## src/rtl/gpio16_wb.sv

```systemverilog
// Wishbone-slave GPIO controller: per-pin direction/output registers, 2-flop input sync, edge IRQs with sticky W1C status.
// Latency: ack and read data registered one clock after a valid access; pad change readable after 2 clocks, irq after 3.
// Backpressure: none; every address hit is acked, ack self-clears so each transfer occupies at least 2 cycles.
//
// Optional feature macro: GPIO_DEBOUNCE_EN inserts a per-pin stability filter (DEBOUNCE_CYCLES clocks) after the synchroniser.
// Ports:
//   wb_clk_i, wb_rst_n          clock, asynchronous active-low reset
//   wbs_cyc/stb/we/sel/adr/dat  wishbone slave request, wbs_ack_o/wbs_dat_o response
//   io_in, io_out, io_oeb       pad input, pad output value, pad output-enable (active-low)
//   irq                         level interrupt, OR of enabled sticky status bits
module gpio16_wb #(
    parameter int unsigned NPINS           = 16,
    parameter logic [31:0] BASE_ADDR       = 32'h3000_0000,
    parameter int unsigned DEBOUNCE_CYCLES = 4
) (
    input  logic             wb_clk_i,
    input  logic             wb_rst_n,
    input  logic             wbs_cyc_i,
    input  logic             wbs_stb_i,
    input  logic             wbs_we_i,
    input  logic [3:0]       wbs_sel_i,
    input  logic [31:0]      wbs_adr_i,
    input  logic [31:0]      wbs_dat_i,
    output logic             wbs_ack_o,
    output logic [31:0]      wbs_dat_o,
    input  logic [NPINS-1:0] io_in,
    output logic [NPINS-1:0] io_out,
    output logic [NPINS-1:0] io_oeb,
    output logic             irq
);

    // Word indices within the 256-byte window
    localparam logic [5:0] W_DATA_IN  = 6'd0;
    localparam logic [5:0] W_DATA_OUT = 6'd1;
    localparam logic [5:0] W_DIR      = 6'd2;
    localparam logic [5:0] W_IRQ_EN   = 6'd3;
    localparam logic [5:0] W_IRQ_STAT = 6'd4;
    localparam logic [5:0] W_EDGE_SEL = 6'd5;

    if (NPINS < 1 || NPINS > 32) begin : g_bad_npins
        $error("gpio16_wb: NPINS must be 1..32");
    end
    if (DEBOUNCE_CYCLES < 2 || DEBOUNCE_CYCLES > 255) begin : g_bad_debounce
        $error("gpio16_wb: DEBOUNCE_CYCLES must be 2..255");
    end

    logic             r_ack;
    logic [31:0]      r_dat;
    logic [NPINS-1:0] r_data_out;
    logic [NPINS-1:0] r_dir;
    logic [NPINS-1:0] r_irq_en;
    logic [NPINS-1:0] r_irq_stat;
    logic [NPINS-1:0] r_edge_sel;
    logic [NPINS-1:0] r_sync1;
    logic [NPINS-1:0] r_sync2;
    logic [NPINS-1:0] r_prev;

    logic             w_hit;
    logic             w_valid;
    logic             w_wr;
    logic [5:0]       w_word;
    logic [31:0]      w_rdata;
    logic [NPINS-1:0] w_pin;
    logic [NPINS-1:0] w_edge;
    logic [NPINS-1:0] w_w1c;
    logic             w_unused_adr;

    // Byte-lane merge of write data into an NPINS-wide register; bits above NPINS are dropped.
    function automatic logic [NPINS-1:0] f_merge(input logic [NPINS-1:0] old_val,
                                                 input logic [31:0]      wdat,
                                                 input logic [3:0]       sel);
        logic [31:0] v;
        v = 32'(old_val);
        for (int b = 0; b < 4; b++) begin
            if (sel[b]) v[8*b +: 8] = wdat[8*b +: 8];
        end
        return v[NPINS-1:0];
    endfunction

    assign w_hit        = (wbs_adr_i[31:8] == BASE_ADDR[31:8]);
    // ~r_ack blocks the cycle right after an ack, so a held request is not serviced twice
    assign w_valid      = wbs_cyc_i & wbs_stb_i & w_hit & ~r_ack;
    assign w_wr         = w_valid & wbs_we_i;
    assign w_word       = wbs_adr_i[7:2];
    assign w_unused_adr = ^wbs_adr_i[1:0];

`ifdef GPIO_DEBOUNCE_EN
    // Filtered value follows sync2 only after it has disagreed for DEBOUNCE_CYCLES consecutive clocks
    logic [NPINS-1:0] r_filt;
    logic [7:0]       r_cnt [NPINS];

    always_ff @(posedge wb_clk_i or negedge wb_rst_n) begin
        if (!wb_rst_n) begin
            r_filt <= '0;
            for (int i = 0; i < NPINS; i++) r_cnt[i] <= '0;
        end else begin
            for (int i = 0; i < NPINS; i++) begin
                if (r_sync2[i] == r_filt[i]) begin
                    r_cnt[i] <= '0;
                end else if (r_cnt[i] == 8'(DEBOUNCE_CYCLES - 1)) begin
                    r_filt[i] <= r_sync2[i];
                    r_cnt[i]  <= '0;
                end else begin
                    r_cnt[i] <= r_cnt[i] + 8'd1;
                end
            end
        end
    end

    assign w_pin = r_filt;
`else
    assign w_pin = r_sync2;
`endif

    assign w_edge = (r_edge_sel & w_pin & ~r_prev) | (~r_edge_sel & ~w_pin & r_prev);
    assign w_w1c  = (w_wr && w_word == W_IRQ_STAT) ? f_merge('0, wbs_dat_i, wbs_sel_i) : '0;

    always_comb begin
        w_rdata = '0;
        case (w_word)
            W_DATA_IN:  w_rdata = 32'(w_pin);
            W_DATA_OUT: w_rdata = 32'(r_data_out);
            W_DIR:      w_rdata = 32'(r_dir);
            W_IRQ_EN:   w_rdata = 32'(r_irq_en);
            W_IRQ_STAT: w_rdata = 32'(r_irq_stat);
            W_EDGE_SEL: w_rdata = 32'(r_edge_sel);
            default:    w_rdata = '0;
        endcase
    end

    always_ff @(posedge wb_clk_i or negedge wb_rst_n) begin
        if (!wb_rst_n) begin
            r_ack      <= 1'b0;
            r_dat      <= '0;
            r_data_out <= '0;
            r_dir      <= '0;
            r_irq_en   <= '0;
            r_irq_stat <= '0;
            r_edge_sel <= '0;
            r_sync1    <= '0;
            r_sync2    <= '0;
            r_prev     <= '0;
        end else begin
            r_ack   <= w_valid;
            r_dat   <= (w_valid && !wbs_we_i) ? w_rdata : '0;
            r_sync1 <= io_in;
            r_sync2 <= r_sync1;
            r_prev  <= w_pin;
            if (w_wr && w_word == W_DATA_OUT) r_data_out <= f_merge(r_data_out, wbs_dat_i, wbs_sel_i);
            if (w_wr && w_word == W_DIR)      r_dir      <= f_merge(r_dir, wbs_dat_i, wbs_sel_i);
            if (w_wr && w_word == W_IRQ_EN)   r_irq_en   <= f_merge(r_irq_en, wbs_dat_i, wbs_sel_i);
            if (w_wr && w_word == W_EDGE_SEL) r_edge_sel <= f_merge(r_edge_sel, wbs_dat_i, wbs_sel_i);
            // Clear first, then OR in new edges: a simultaneous edge keeps the bit set
            r_irq_stat <= (r_irq_stat & ~w_w1c) | w_edge;
        end
    end

    assign wbs_ack_o = r_ack;
    assign wbs_dat_o = r_dat;
    assign io_out    = r_data_out;
    assign io_oeb    = ~r_dir;
    assign irq       = |(r_irq_stat & r_irq_en);

endmodule

```

## config.mk

```make
export PLATFORM = sky130hd
export DESIGN_NAME = gpio16_wb
export DESIGN_NICKNAME = d
export VERILOG_FILES = /design/src/rtl/gpio16_wb.sv
export SDC_FILE = /design/constraint.sdc
export NUM_CORES = 1
export LEC_CHECK = 0
export CAP_MARGIN = 20
export CELL_PAD_IN_SITES_DETAIL_PLACEMENT = 1
export CELL_PAD_IN_SITES_GLOBAL_PLACEMENT = 2
export CORE_MARGIN = 2
export CORE_UTILIZATION = 35
export CTS_BUF_LIST = sky130_fd_sc_hd__clkbuf_4 sky130_fd_sc_hd__clkbuf_8 sky130_fd_sc_hd__clkbuf_16
export CTS_CLUSTER_DIAMETER = 150
export DETAILED_ROUTE_END_ITERATION = 8
export PLACE_DENSITY = 0.89
export SYNTH_ARGS = -nofsm -noshare
export SYNTH_HDL_FRONTEND = slang
export SYNTH_SLANG_ARGS = --single-unit
```

## constraint.sdc

```tcl
create_clock -name wb_clk_i -period 5.8 [get_ports wb_clk_i]
set_input_delay 1.45 -clock wb_clk_i [delete_from_list [all_inputs] [get_ports wb_clk_i]]
set_output_delay 1.45 -clock wb_clk_i [all_outputs]
set_load 0.005 [all_outputs]
```

==> metrics.md, run 1 <==
| Metric | Value |
|---|---|
| Rel. slew slack | `26.4%` |
| Row count | `48` |
| Number of antenna violations at the first check in global routing | `0` |
| Post-CTS Resized | `0` |
| Register area | `3630 µm²` |
| Postcts setup bufs | `0` |
| Clock transition at path regs | `0.06 ns` |
| Crit-path max FO | `8` |
| Comb pwr share | `5.4%` |
| Switching pwr | `slightly above 0.5 mW` |
| # nets final | `691` |
| Area post-placement | `7660 µm²` |
| Fmax | `~250 MHz` |
| Core region area | `17400 µm²` |
| Synth-to-layout area growth | `31.3%` |
| Setup TNS | `0 ns` |
| Total wire length | `17700 µm` |
| Clock Power Share | `47.9%` |
| Fraction of registers with async set/reset | `100%` |
| Post-DP HPWL | `12100 µm` |
| Final core utilization | `47.2%` |
| Vias | `about 4.4k` |
| Design area | `8230 µm²` |
| Critical Path AT | `4.27 ns` |
| Hold buffers post-CTS | `0` |
| Most common cell in the netlist | `dfrtp_1` |
| Layout cells sized above 1 | `22.1%` |
| Crit start category | `input pin` |
| CTS tree | `built` |
| Worst skew pair latency | `0.43 ns` |
| CP Class | `in -> reg` |
| Final hold violation count | `0` |
| Ant diodes | `0` |
| First-pass GRT wire length | `27800 µm` |
| Fin crit share | `around 70%` |
| Sequential power share | `46.7%` |
| Final Wtd Congestion | `around 0.83` |
| Post-synth EDFFs | `0` |
| Crit path time final | `around 4.0 ns` |
| Placed instance count | `808` |
| Synth area leader | `dfrtp_1` |
| Reg2reg start | `wbs_ack_o` |
| # port buffers | `118` |
| DR vias/cell | `5.28` |
| Mapped cell area | `6270 µm²` |
| Setup Skew | `approximately 0.0075 ns` |
| DRC Markers | `0` |
| Starting Density | `36.0%` |
| GRT Total Usage | `20.1%` |
| Final Power | `2.23 mW` |
| Global route overflow | `0` |
| Starting DRC count in detailed routing | `345` |
| Routed Antenna Nets | `0` |
| 1st-pass router iterations | `4` |
| Critical path startpoint | `wbs_adr_i[4]` |
| TritonCTS buffer count | `17` |
| Die W | `around 140 µm` |
| Die Footprint | `about 19000 µm²` |
| Post-DR wirelength/cell | `21.0 µm` |
| Worst r2r path cells | `4` |
| Top cells by count, synth | `dfrtp_1 (145), mux2_2 (61), nand2_1 (50)` |
| Status | `finished, final reports clean` |
| RSZ-0062 raised after global routing | `false` |
| Post-Synthesis Cells | `approximately 480` |
| Sequential area share after synthesis | `57.9%` |
| Hold Path Sink | `r_sync2[13]` |
| Hold Path Cell Cnt | `0` |
| Vias in the first global route | `4863` |
| Num Clock Sinks | `145` |
| Max VDD drop | `about 0.00022 V` |
| Hold Crit Class | `reg -> reg` |
| Cell Pwr Density | `271 nW/µm²` |
| FF-to-FF setup slack | `3.12 ns` |
| Die H | `138 µm` |
| CTS H-tree depth | `4` |
| Measured slew at the worst slew-check pin | `1.10 ns` |
| Max cap viols | `0` |
| Min-Delay Startpoint | `r_sync1[13]` |
| Distinct cells, synth | `35` |
| Final slew viol count | `0` |
| # IOs | `between 150 and 200` |
| Required @ worst endpoint | `6.11 ns` |
| Synth area leaders | `dfrtp_1 (58%), mux2_2 (11%), mux4_2 (4.0%)` |
| Setup violators final | `0` |
| Fill count | `1794` |
| CP Capture Type | `flip-flop` |
| Pleak | `roughly 3.4 nW` |
| Sw frac | `23.2%` |
| Average size of a mapped cell | `between 10 and 15 µm²` |
| Reg2Reg Capture Point | `io_out[7]` |
| Synth Warn # | `0` |
| Yosys top cell area share | `57.9%` |
| Max clock buf depth | `2` |
| Pint | `1.71 mW` |
| Multi-input logic area | `2440 µm²` |
| Synthesized flop and latch total | `around 150` |
| Post-route insts no fill | `840` |
| Largest net degree at the start of global routing | `106` |
| Root buffer cell | `clkbuf_16` |
| Commonest register cell after synthesis | `dfrtp_1` |
==> power groups by stage <==
stage,Combinational [mW],Sequential (mW),Clock [mW]
after floorplan,0.0403,1.05,0
after global placement,0.117,1.06,0
after detailed placement,0.121,1.06,0
after CTS,0.122,1.04,1.08
after global routing,0.131,1.04,1.14
final,0.120,1.04,1.07
==> worst max path at each step <==
stage	end	slack, ns	cells past startpoint
2_1_floorplan	io_out[0]	2.47	5
3_3_place_gp	r_edge_sel[9]	1.44	6
3_5_place_dp	io_out[4]	1.37	6
4_1_cts	io_out[4]	1.81	6
5_1_grt	r_edge_sel[8]	1.70	6
6_report	io_out[7]	1.84	6
==> flip-flops by register name, summed over array words and instances, names as in the netlist <==
| name | count |
|---|---|
| r_irq_en | 16 |
| wbs_ack_o | 1 |
| r_sync2 | 16 |
| r_prev | 16 |
| wbs_dat_o | 16 |
| io_out | 16 |
| r_sync1 | 16 |
| r_dir | 16 |
| r_irq_stat | 16 |
| r_edge_sel | 16 |
==> kinds of logic after synthesis <==
group	Yosys count	synth area share, %
flip-flops	145	57.9
other	1	0.0598
AND/OR/NAND/NOR	118	12.1
buffers and inverters	49	4.03
multiplexers	80	16.8
AO/OA/AOI/OAI	82	9.14
==> through the flow <==
step           hold WS [ns]  setup slack (ns)
4_1_cts               0.352              1.81
3_3_place_gp          0.336              1.44
2_1_floorplan         0.331              2.47
3_5_place_dp          0.337              1.37
5_1_grt               0.366              1.70
6_report              0.348              1.84
==> critical path, cell delays in order <==
cell and delay [ns]:
clkdlybuf4s50_1 0.40, buf_4 0.18, nor4_2 0.68, nand3b_1 0.35, nor4_4 0.84, mux2_4 0.35
==> placed cells by master, fill, tap and decap left out <==
cell type	netlist	layout
or3_1	1	1
inv_6	0	3
nand3_1	18	18
mux4_2	11	11
nor4_4	9	9
clkbuf_8	0	2
and3b_1	1	1
buf_4	16	8
clkinv_2	0	2
mux2_4	8	8
conb_1	1	16
nand4_1	3	3
nand4_4	1	1
o21ai_0	5	5
clkinvlp_4	0	5
a22oi_1	21	21
nor4_2	1	1
nor4b_4	2	2
inv_1	16	16
dfrtp_1	145	145
nand3b_1	2	2
a22o_1	4	4
clkdlybuf4s50_1	0	117
nor2_1	18	18
o31ai_1	16	16
nor4b_2	1	1
bufinv_16	0	1
and3_1	1	1
o211ai_1	16	16
and2_1	5	5
a21oi_1	16	16
and4bb_2	1	1
clkbuf_16	0	17
a221oi_1	4	4
clkbuf_4	0	2
nor4_1	3	3
buf_6	1	1
nand2_1	50	50
mux2_2	61	61
and2_0	1	1
==> cell type report <==
type	instances	area share [%]
Timing Repair Buffer	126	15.1
Inverter	16	0.730
Tap cell	225	3.42
Clock inverter	11	1.26
Clock buffer	21	5.69
Multi-Input combinational cell	296	29.7
Sequential cell	145	44.1
==> layer usage <==
metal | GRT usage, % | part of all wire, % | wire, µm
met1 | 25.3 | 43 | 7550
met2 | 34.0 | 52 | 9110
met3 | 4.30 | 4.2 | 740
met4 | 7.65 | 1.6 | 278
met5 | 0 | 0 | 0
No activity file was read; power rests on OpenSTA's default activity.
==> run 2, diff against run 1 <==
--- a/config.mk
+++ b/config.mk
@@ -9,11 +9,11 @@
 export CELL_PAD_IN_SITES_DETAIL_PLACEMENT = 1
 export CELL_PAD_IN_SITES_GLOBAL_PLACEMENT = 2
 export CORE_MARGIN = 2
-export CORE_UTILIZATION = 35
+export CORE_UTILIZATION = 30
 export CTS_BUF_LIST = sky130_fd_sc_hd__clkbuf_4 sky130_fd_sc_hd__clkbuf_8 sky130_fd_sc_hd__clkbuf_16
 export CTS_CLUSTER_DIAMETER = 150
 export DETAILED_ROUTE_END_ITERATION = 8
-export PLACE_DENSITY = 0.89
+export PLACE_DENSITY = 0.82
 export SYNTH_ARGS = -nofsm -noshare
 export SYNTH_HDL_FRONTEND = slang
 export SYNTH_SLANG_ARGS = --single-unit
==> constraint.sdc (replaced) <==
create_clock -name wb_clk_i -period 3.4 [get_ports wb_clk_i]
set_input_delay 0.85 -clock wb_clk_i [delete_from_list [all_inputs] [get_ports wb_clk_i]]
set_output_delay 0.85 -clock wb_clk_i [all_outputs]
set_load 0.005 [all_outputs]
==> run 2 against run 1 <==
Net effect: flip-flop and latch count unchanged; global-route usage down 2.4 points; die area up 16%; critical endpoint is now irq; count of clock-buffer cells in the layout down 2; critical path depth down 2; combinational power up 77%; first-iteration DRC count down 28%.
==> metrics.md, run 2 (synthesis gave the netlist of run 1 again) <==
| Metric | Value |
|---|---|
| # IOs | `155 (unchanged)` |
| Die H | `149 µm (+7.8%)` |
| 1st-pass router iterations | `4 (unchanged)` |
| Post-CTS Resized | `0 (unchanged)` |
| Num Clock Sinks | `145 (unchanged)` |
| Crit-path max FO | `3 (-5)` |
| Rel. slew slack | `46.1% (+20 points)` |
| Root buffer cell | `clkbuf_16` |
| Design area | `8540 µm² (+3.7%)` |
| Required @ worst endpoint | `2.55 ns (-3.56 ns)` |
| Worst skew pair latency | `0.43 ns (about the same)` |
| Area post-placement | `7880 µm² (+2.9%)` |
| CP Capture Type | `output port` |
| Setup TNS | `0 ns (unchanged)` |
| First-pass GRT wire length | `29200 µm (+4.8%)` |
| Commonest non-fill, non-tap cell in the layout | `dfrtp_1` |
| Die W | `149 µm (+7.8%)` |
| Clock transition at path regs | `0.06 ns (about the same)` |
| Crit path time final | `about 3.1 ns` |
| Postcts setup bufs | `0 (unchanged)` |
| CP Class | `reg -> out` |
| Crit start category | `flip-flop` |
| Vias in the first global route | `4970 (+2.2%)` |
| Starting Density | `30.8% (-5.2 points)` |
| Ant diodes | `0 (unchanged)` |
| Max cap viols | `0 (unchanged)` |
| GRT Total Usage | `17.7% (-2.4 points)` |
| Final WS setup | `0.342 ns (-1.50 ns)` |
| # port buffers | `118 (unchanged)` |
| Fmax | `327 MHz` |
| Status | `finished, final reports clean` |
| Largest net degree at the start of global routing | `83 (-22%)` |
| Critical Path AT | `2.21 ns (-2.06 ns)` |
| Vias | `4545 (+2.4%)` |
| Hold Crit Class | `reg -> reg` |
| Final Power | `4.07 mW (+83%)` |
| Core region area | `20400 µm² (+17%)` |
| Max clock buf depth | `2 (unchanged)` |
| Setup violators final | `0 (unchanged)` |
| Total wire length | `18500 µm (+4.7%)` |
| TritonCTS buffer count | `17 (unchanged)` |
| Number of antenna violations at the first check in global routing | `0 (unchanged)` |
| Layout cells sized above 1 | `24.4% (+2.3 points)` |
| Routed Antenna Nets | `0 (unchanged)` |
| # nets final | `710 (+2.7%)` |
| Post-DP HPWL | `13100 µm (+8.2%)` |
| Setup Skew | `0.00667 ns (-0.000850 ns)` |
| Fill count | `2123 (+18%)` |
| Final slew viol count | `0 (unchanged)` |
| Placed instance count | `872 (+7.9%)` |
| Fin crit share | `89.9%` |
| DR vias/cell | `5.03 (-4.8%)` |
| Pleak | `3.60 nW (+4.6%)` |
| Final hold violation count | `0 (unchanged)` |
| CTS H-tree depth | `4 (unchanged)` |
| CTS tree | `built` |
| Cell Pwr Density | `477 nW/µm² (+76%)` |
| Starting DRC count in detailed routing | `248 (-28%)` |
| Post-route insts no fill | `904 (+7.6%)` |
| Measured slew at the worst slew-check pin | `0.809 ns (-0.295 ns)` |
| Row count | `52 (+8.3%)` |
| DRC Markers | `0 (unchanged)` |
| Final Wtd Congestion | `0.807 (-2.8%)` |
| Global route overflow | `0 (unchanged)` |
| Post-DR wirelength/cell | `20.5 µm (-2.7%)` |
| Die Footprint | `22100 µm² (+16%)` |
| RSZ-0062 raised after global routing | `false` |
| Dpl ws | `0.163 ns (-1.21 ns)` |
| Most frequent cells in the layout | `dfrtp_1 (145), clkdlybuf4s50_1 (117), mux2_2 (61)` |
| Hold buffers post-CTS | `0 (unchanged)` |
| Max VDD drop | `0.000333 V (+52%)` |
| Synth-to-layout area growth | `36.1%` |
-- run 2: path summary, 6_finish.rpt --
check                              start    endpoint  slack [ns]  cells past startpoint
max reg2reg                    wbs_ack_o    r_dir[4]        1.34                      5
max in group asynchronous       wb_rst_n  r_sync1[5]        2.13                      2
max                        r_irq_stat[3]         irq        0.34                      4
min reg2reg                   r_sync1[3]  r_sync2[3]        0.35                      0
min                           r_sync1[3]  r_sync2[3]        0.35                      0
min in group asynchronous       wb_rst_n  r_sync1[7]        0.46                      1
-- run 2: cell type report --
class,instances,area (µm²),share of cell area [%]
Sequential cell,145,3630,42.5
Multi-Input combinational cell,296,2440,28.6
Timing Repair Buffer,145,1410,16.5
Clock buffer,19,447,5.23
Tap cell,270,338,3.96
Clock inverter,13,208,2.43
Inverter,16,60.1,0.704
-- run 2: critical path, cell delays in order (launching register included) --
cell and delay, ns:
dfrtp_1 0.43, a22o_1 0.22, a221oi_1 0.36, nand4_1 0.26, clkdlybuf4s50_1 0.51
-- run 2: stage by stage --
stage          hold WS [ns]  util [%]
5_1_grt               0.364      41.9
3_5_place_dp          0.337      38.7
3_3_place_gp          0.332      38.7
2_1_floorplan         0.331         -
4_1_cts               0.348      41.9
6_report              0.351      41.9
-- run 2: routing by layer --
| layer | vias up | wire length (µm) | track usage [%] |
|---|---|---|---|
| met3 | 22 | 707 | 4.29 |
| met4 | 0 | 262 | 5.38 |
| met1 | 2421 | 7920 | 22.2 |
| li1 | 1994 | - | - |
| met5 | - | 0 | 0 |
| met2 | 108 | 9610 | 30.4 |
-- run 2: power breakdown --
group	internal (mW)	total, mW	switching (mW)
combinational	0.102	0.212	0.110
sequential	1.75	1.78	0.0203
clock	1.33	2.08	0.749
total	3.19	4.07	0.879
